===== src/rtl/input_pack_reg.sv =====
// rtl/input_pack_reg.sv - reassembles 1/2/4 replicated lane beats into dense 32-bit buffer words
module input_pack_reg (
    input  logic        clk,
    input  logic        reset,
    input  logic [1:0]  weight_bitwidth,
    input  logic        in_valid,
    output logic        in_ready,
    input  logic [31:0] data_in,
    input  logic        flush,
    output logic        out_valid,
    input  logic        out_ready,
    output logic [31:0] packed_data,
    output logic [1:0]  phase
);

    logic [1:0]  phase_q, phase_d;
    logic [1:0]  mode_q, mode_d;
    logic [31:0] acc_q, acc_d;
    logic        out_valid_q, out_valid_d;
    logic [31:0] packed_q, packed_d;

    logic        accept;
    logic        word_start;
    logic        last_beat;
    logic        do_flush;
    logic        load;
    logic [1:0]  eff_mode;
    logic [1:0]  last_phase;
    logic [15:0] half_bits;
    logic [7:0]  quarter_bits;
    logic [31:0] beat_bits;
    logic [31:0] word_val;

    // Only the lowest 2-bit copy of each replicated 4-bit group carries data
    always_comb begin
        half_bits    = '0;
        quarter_bits = '0;
        for (int j = 0; j < 4; j++) begin
            half_bits[2*j +: 2]     = data_in[8*j +: 2];
            half_bits[2*j + 8 +: 2] = data_in[8*j + 4 +: 2];
            quarter_bits[2*j +: 2]  = data_in[8*j +: 2];
        end
    end

    always_comb begin
        in_ready   = !out_valid_q || out_ready;
        accept     = in_valid && in_ready;
        word_start = (phase_q == 2'd0);
        eff_mode   = word_start ? weight_bitwidth : mode_q;

        case (eff_mode)
            2'b00:   last_phase = 2'd0;
            2'b01:   last_phase = 2'd1;
            default: last_phase = 2'd3;
        endcase

        case (eff_mode)
            2'b00:   beat_bits = data_in;
            2'b01:   beat_bits = phase_q[0] ? {half_bits, 16'h0000} : {16'h0000, half_bits};
            default: beat_bits = {24'h000000, quarter_bits} << {phase_q, 3'b000};
        endcase

        word_val  = accept ? ((word_start ? 32'h0 : acc_q) | beat_bits) : acc_q;
        last_beat = accept && (phase_q == last_phase);
        // A flush only closes a word that actually holds at least one beat
        do_flush  = flush && in_ready && !last_beat && (!word_start || accept);
        load      = last_beat || do_flush;
    end

    always_comb begin
        phase_d     = phase_q;
        mode_d      = mode_q;
        acc_d       = acc_q;
        out_valid_d = out_valid_q;
        packed_d    = packed_q;

        if (accept && word_start) begin
            mode_d = weight_bitwidth;
        end

        if (load) begin
            phase_d     = 2'd0;
            acc_d       = 32'h0;
            out_valid_d = 1'b1;
            packed_d    = word_val;
        end else begin
            if (accept) begin
                phase_d = phase_q + 2'd1;
                acc_d   = word_val;
            end
            if (out_valid_q && out_ready) begin
                out_valid_d = 1'b0;
            end
        end
    end

    always_ff @(posedge clk) begin
        if (reset) begin
            phase_q     <= 2'd0;
            mode_q      <= 2'b00;
            acc_q       <= 32'h0;
            out_valid_q <= 1'b0;
            packed_q    <= 32'h0;
        end else begin
            phase_q     <= phase_d;
            mode_q      <= mode_d;
            acc_q       <= acc_d;
            out_valid_q <= out_valid_d;
            packed_q    <= packed_d;
        end
    end

    assign out_valid   = out_valid_q;
    assign packed_data = packed_q;
    assign phase       = phase_q;

endmodule

===== config.mk =====
export PLATFORM = sky130hd
export DESIGN_NAME = input_pack_reg
export DESIGN_NICKNAME = d
export VERILOG_FILES = /design/src/rtl/input_pack_reg.sv
export SDC_FILE = /design/constraint.sdc
export NUM_CORES = 1
export LEC_CHECK = 0
export CAP_MARGIN = 0
export CORE_MARGIN = 3
export CORE_UTILIZATION = 30
export DETAILED_ROUTE_END_ITERATION = 16
export HOLD_SLACK_MARGIN = 0.05
export PLACE_DENSITY = 0.52
export REMOVE_ABC_BUFFERS = 1
export SLEW_MARGIN = 25
export SYNTH_ARGS = -nofsm -noshare
export SYNTH_HDL_FRONTEND = slang
export SYNTH_SLANG_ARGS = --single-unit
export TNS_END_PERCENT = 5

===== constraint.sdc =====
create_clock -name clk -period 7.05 [get_ports clk]
set_input_delay 2.115 -clock clk [delete_from_list [all_inputs] [get_ports clk]]
set_output_delay 2.115 -clock clk [all_outputs]
set_load 0.01 [all_outputs]

==> out/qor.csv, run 1 <==
stage,metric,value,unit
timing,max-slew-margin-rel,34.4,%
worst_setup_path,r2r_start,phase[0],
worst_setup_path,slowest_stage,clkdlybuf4s50_1,
floorplanning,start_util,31.7,%
floorplanning,fp.coreArea,8420,µm²
global_route,grt-ovfl-total,0,
clock_network,clk_latency,0.33,ns
worst_hold_path,min_path_type,flop to flop,
synth,synth-edff-count,0,
worst_setup_path,worst_path_largest_cell_delay,0.56,ns
synth,ys_ff_latch,69,
global_route,grtUsageTotal,15.7,%
worst_setup_path,path_cells,clkdlybuf4s50_1 > nand2b_1 > clkdlybuf4s50_1,
synth,synthFlopType,dfxtp_1,
cells_and_area,antenna_cells,0,
clock_network,postCtsSetupRepairBufs,0,
global_route,grt_max_degree,35,
synth,synthTopCellsByCount,"dfxtp_1 (69), nor2_1 (43), a222oi_1 (30), o2bb2ai_1 (30), a2bb2oi_1 (15)",
worst_setup_path,cp-start-kind,primary input,
synth,synth_warnings,0,
global_route,grt_pass1_vias,2324,
synth,synth.avg_cell_area,10.7,µm²
drt,drt_pass1_iterations,6,
synth,synth_area,2670,µm²
worst_setup_path,path_max_fanout,5,
power_and_ir_drop,internal_power,0.713,mW
placed_design,dp.cells,412,
timing,clock_skew,0.00667,ns
floorplanning,io_pins,75,
power_and_ir_drop,ir_drop,139,µV
timing,hold_violations,0,
clock_network,path_clk_slew,0.07,ns
worst_hold_path,hold_depth,1,
power_and_ir_drop,p_per_area,267,nW/µm²
power_and_ir_drop,leakage,1.27,nW
worst_setup_path,timing.rr.end,packed_data[5],
worst_setup_path,crit_buf_inv,2,
outcome,outcome,completed,
clock_network,numCtsBuffers,9,
drt,initialDrtViolationCount,287,
flow_run,maxCapViolations,0,
power_and_ir_drop,comb_power_share,21.6,%
worst_hold_path,hold_path_end,packed_data[24],
global_route,antenna_found_initial,0,
drt,routed_wl,7.78,mm
worst_setup_path,cp.required,4.93,ns
timing,finalMaxSlewViolations,0,
timing,finalSetupTns,0,ns
drt,vias,2316,
synth,syn_inst,250,
synth,synthArstFlopShare,0,%
worst_setup_path,path_common_cell,clkdlybuf4s50_1,
clock_network,cts_buffer_depth,2,
cells_and_area,instances_no_fill,428,
timing,layout_setup_ws,1.64,ns
power_and_ir_drop,p_clk_share,34.6,%
synth,synth_top_area_share,51.8,%
timing,period_minus_slack,5.41,ns
cells_and_area,area_growth,37.8,%
cells_and_area,finish.net_count,358,
clock_network,cts-htree-levels,3,
synth,synth.area.top_cells,"dfxtp_1 (52%), a222oi_1 (11%), o2bb2ai_1 (9.8%)",
worst_setup_path,arrival,3.30,ns
worst_setup_path,crit_type,primary input to output port,
placed_design,dp_slack,1.63,ns
placed_design,gp_congestion,0.759,
worst_setup_path,worstRegToRegCells,7,
drt,ant_nets,0,
drt,drc,0,
timing,setup_violations,0,
synth,synth.most_common_cell,dfxtp_1,
cells_and_area,n_fill_cell,865,
floorplanning,die_h,100,µm
clock_network,cts-resized-gates,0,
global_route,grt_first_pass_wirelength,12.2,mm
placed_design,dp_hpwl,5.18,mm
drt,vias_per_cell,5.41,
cells_and_area,layout-drive-gt1-share,8.05,%
power_and_ir_drop,netSwitchingPower,0.270,mW
floorplanning,die-area,10100,µm²
timing,fin_crit_sh,76.7,%
synth,yosys.cell_types.count,32,
placed_design,io_buffers,74,
worst_setup_path,critPathTopFamily,buffers and inverters,
clock_network,cts.sinks,69,
clock_network,clockRootBuffer,clkbuf_8,
power_and_ir_drop,pwr-share-seq,43.8,%
floorplanning,num_rows,33,
worst_hold_path,min_from,packed_data[24],
floorplanning,die_w,100,µm
drt,wire_per_inst,18.2,µm
power_and_ir_drop,sw_frac_of_total,27.5,%
synth,ys_seq_area_share,51.8,%
worst_setup_path,r2r_slack,3.98,ns
timing,max_freq,185,MHz
clock_network,cts_tree,yes,
clock_network,cts_hold_buf,0,
worst_setup_path,worstSetupEndpointType,output port,
timing,rsz0062_at_grt,false,
timing,worst_pin_slew,0.976,ns
synth,synth_top_cell_by_area,dfxtp_1,
-- flip-flops by register name, indices dropped and copies added, names as in the netlist --
name         cells
packed_data     32
out_valid        1
phase            2
acc_q           32
mode_q           2
-- metrics by stage --
stage / util (%) / area (µm²) / hold slack, ns / power [mW]
global placement: 41.1 / 3460 / 0.446 / 0.651
finish: 43.6 / 3680 / 0.466 / 0.983
detailed placement: 41.1 / 3460 / 0.445 / 0.651
global route: 43.6 / 3680 / 0.484 / 1.03
floorplan: - / 2560 / 0.451 / 0.554
CTS: 43.6 / 3670 / 0.470 / 0.994
-- cell families after synthesis --
family / share of synthesized area (%)
xor+xnor: 0.657
mux: 1.59
flops: 51.8
fa+ha+maj: 0.469
buf+inv: 4.32
simple gates: 11.2
compound gates: 30.0
-- power by group through the flow --
stage               Combinational (mW)  Clock [mW]  Sequential (mW)
detailed placement               0.213           0            0.439
global placement                 0.213           0            0.439
global route                     0.231       0.366            0.433
CTS                              0.213       0.350            0.430
finish                           0.212       0.340            0.430
floorplan                        0.111           0            0.443
-- layout by cell type (no fill, tap or decap), drive strengths merged --
| master | instances |
|---|---|
| a21oi | 4 |
| o2bb2ai | 30 |
| nand3b | 1 |
| clkdlybuf4s50 | 74 |
| o41ai | 1 |
| nor4 | 1 |
| ha | 1 |
| o21a | 2 |
| nor2 | 43 |
| a2bb2oi | 15 |
| dfxtp | 69 |
| a211oi | 2 |
| a222oi | 30 |
| nor2b | 1 |
| nand3 | 1 |
| a22o | 1 |
| clkbuf | 11 |
| nor3b | 1 |
| inv | 2 |
| and2 | 2 |
| clkinv | 3 |
| or2 | 2 |
| nor3 | 6 |
| xnor2 | 2 |
| or3b | 1 |
| bufinv | 2 |
| nand2 | 3 |
| buf | 4 |
| mux2i | 3 |
| a22oi | 2 |
| nand2b | 3 |
-- layout make-up --
type,count,area [µm²],area share [%]
Multi-Input combinational cell,158,1180,32.1
Inverter,2,7.51,0.204
Timing Repair Buffer,78,771,21.0
Clock inverter,5,75.1,2.04
Sequential cell,69,1380,37.6
Tap cell,105,131,3.57
Clock buffer,11,131,3.57
-- worst max-delay path by stage --
stage          cells past startpoint  slack [ns]        to      start
6_report                           3        1.64  in_ready  out_ready
4_1_cts                            3        1.63  in_ready  out_ready
2_1_floorplan                      1        2.62  in_ready  out_ready
3_3_place_gp                       3        1.65  in_ready  out_ready
5_1_grt                            3        1.56  in_ready  out_ready
3_5_place_dp                       3        1.63  in_ready  out_ready
-- per-layer routing --
layer  part of all wire, %  global-route usage (%)  vias to the layer above
li1                      -                       -                     1119
met1                    46                    21.0                     1097
met2                    45                    24.6                       92
met3                   7.1                    4.86                        8
met4                   1.3                    4.46                        0
met5                     0                       0                        -
Note: power is estimated with default switching activity, not from simulation.
==> inputs of run 2 (changes only) <==
- clock period: 7.05 -> 5.29 ns (I/O delays scaled with it)
==> run 2 against run 1 <==
Compared with the run above:
- register-to-register slack worse by 1.7 ns
- routed wire length shrank 0.28%
- clock-buffer cell count rose by 2
- via count rose by 1.1%
- largest power group unchanged
- highest routed layer unchanged
==> out/qor.csv, run 2 (synthesis results as in run 1) <==
stage,metric,value,unit
outcome,outcome,completed,
placed_design,dp_hpwl,5.25,mm
timing,layout_setup_ws,0.948,ns
clock_network,postCtsSetupRepairBufs,0,
power_and_ir_drop,leakage,1.26,nW
cells_and_area,seq_area,1380,µm²
power_and_ir_drop,p_clk_share,29.9,%
clock_network,clockRootBuffer,clkbuf_8,
floorplanning,start_util,31.7,%
timing,hold_violations,0,
worst_setup_path,crit_type,primary input to output port,
power_and_ir_drop,pwr-share-seq,47.0,%
power_and_ir_drop,p_per_area,335,nW/µm²
timing,fin_crit_sh,82.1,%
worst_hold_path,min_path_type,flop to flop,
floorplanning,io_pins,75,
cells_and_area,multi_input_area,1170,µm²
placed_design,io_buffers,74,
worst_setup_path,slowest_stage,clkdlybuf4s50_1,
power_and_ir_drop,internal_power,0.867,mW
cells_and_area,most-common-layout-cells,"clkdlybuf4s50_1 (74), dfxtp_1 (69), nor2_1 (42)",
drt,vias,2342,
cells_and_area,n_fill_cell,893,
floorplanning,die_h,100,µm
cells_and_area,area_growth,36.4,%
worst_setup_path,cp.required,3.70,ns
drt,initialDrtViolationCount,197,
clock_network,cts_buffer_depth,2,
global_route,grt_first_pass_wirelength,12.8,mm
flow_run,maxCapViolations,0,
power_and_ir_drop,finalPower,1.22,mW
floorplanning,num_rows,33,
placed_design,dp_slack,0.933,ns
timing,holdWs,0.464,ns
drt,wire_per_inst,18.1,µm
global_route,grt-ovfl-total,0,
clock_network,numCtsBuffers,9,
global_route,grtUsageTotal,16.2,%
clock_network,cts-htree-levels,3,
power_and_ir_drop,netSwitchingPower,0.353,mW
clock_network,cts-resized-gates,0,
drt,drt_pass1_iterations,8,
cells_and_area,antenna_cells,0,
drt,vias_per_cell,5.46,
clock_network,cts.sinks,69,
worst_setup_path,cp-start-kind,primary input,
timing,finalMaxSlewViolations,0,
global_route,grt_max_degree,33,
worst_setup_path,arrival,2.76,ns
drt,routed_wl,7.75,mm
cells_and_area,finish.net_count,360,
power_and_ir_drop,comb_power_share,23.1,%
drt,drc,0,
global_route,grt_pass1_vias,2380,
worst_setup_path,worstSetupEndpointType,output port,
timing,finalSetupTns,0,ns
clock_network,cts_hold_buf,0,
worst_setup_path,path_common_cell,clkdlybuf4s50_1,
timing,worst_pin_slew,1.02,ns
timing,rsz0062_at_grt,false,
timing,clock_skew,0.00797,ns
clock_network,path_clk_slew,0.07,ns
worst_setup_path,worst_path_largest_cell_delay,0.56,ns
global_route,antenna_found_initial,0,
clock_network,clk_latency,0.34,ns
cells_and_area,final_common_cell,clkdlybuf4s50_1,
worst_setup_path,path_cells,clkdlybuf4s50_1 > nand2b_1 > clkdlybuf4s50_1,
floorplanning,fp.coreArea,8420,µm²
worst_setup_path,path_max_fanout,5,
placed_design,gp_congestion,0.748,
drt,ant_nets,0,
power_and_ir_drop,sw_frac_of_total,28.9,%
floorplanning,die-area,10100,µm²
clock_network,cts_tree,yes,
timing,period_minus_slack,4.34,ns
floorplanning,die_w,100,µm
cells_and_area,layout-drive-gt1-share,7.72,%
timing,max-slew-margin-rel,31.6,%
power_and_ir_drop,ir_drop,117,µV
timing,max_freq,230,MHz
timing,setup_violations,0,
run 2: changes by cell type in the layout (fill, tap and decap cells not counted):
cell,previous run,this run
clkbuf_1,2,3
nor3_1,5,6
nor3_2,1,0
clkbuf_8,9,10
clkinv_2,3,2
bufinv_16,2,0
buf_4,4,6
run 2: metrics by stage:
step | util (%) | std cells | cell area [µm²]
5_1_grt | 43.2 | 429 | 3640
4_1_cts | 43.2 | 429 | 3640
6_report | 43.2 | 429 | 3640
3_5_place_dp | 41.3 | 414 | 3480
2_1_floorplan | - | 229 | 2560
3_3_place_gp | 41.3 | 414 | 3480
run 2: worst paths after layout:
path,start,to,slack [ns],cells past startpoint
setup / recovery,out_ready,in_ready,0.95,3
hold / removal,packed_data[7],packed_data[7],0.46,1
setup reg to reg,phase[0],packed_data[6],2.25,7
hold reg to reg,packed_data[7],packed_data[7],0.46,1
run 2: critical path, delay by kind of cell:
| family | cells | cell delay (ns) |
|---|---|---|
| buffers and inverters | 2 | 1.00 |
| AND/OR/NAND/NOR | 1 | 0.17 |
run 2: power groups by stage:
stage / registers [mW] / logic [mW] / clock network, mW
2_1_floorplan: 0.591 / 0.148 / 0
3_3_place_gp: 0.585 / 0.283 / 0
6_report: 0.573 / 0.282 / 0.365
4_1_cts: 0.573 / 0.285 / 0.373
5_1_grt: 0.577 / 0.311 / 0.397
3_5_place_dp: 0.585 / 0.284 / 0
run 2: routing by layer:
layer	vias to the layer above	GRT usage, %	wire length [µm]
li1	1124	-	-
met1	1126	22.8	3580
met2	82	24.2	3560
met3	10	3.47	508
met4	0	6.32	99
met5	-	0	0
run 2: final cells by class:
| type | instances | share of cell area (%) |
|---|---|---|
| Clock buffer | 13 | 4.09 |
| Clock inverter | 2 | 0.275 |
| Inverter | 2 | 0.206 |
| Multi-Input combinational cell | 158 | 32.3 |
| Sequential cell | 69 | 38.0 |
| Tap cell | 105 | 3.61 |
| Timing Repair Buffer | 80 | 21.6 |
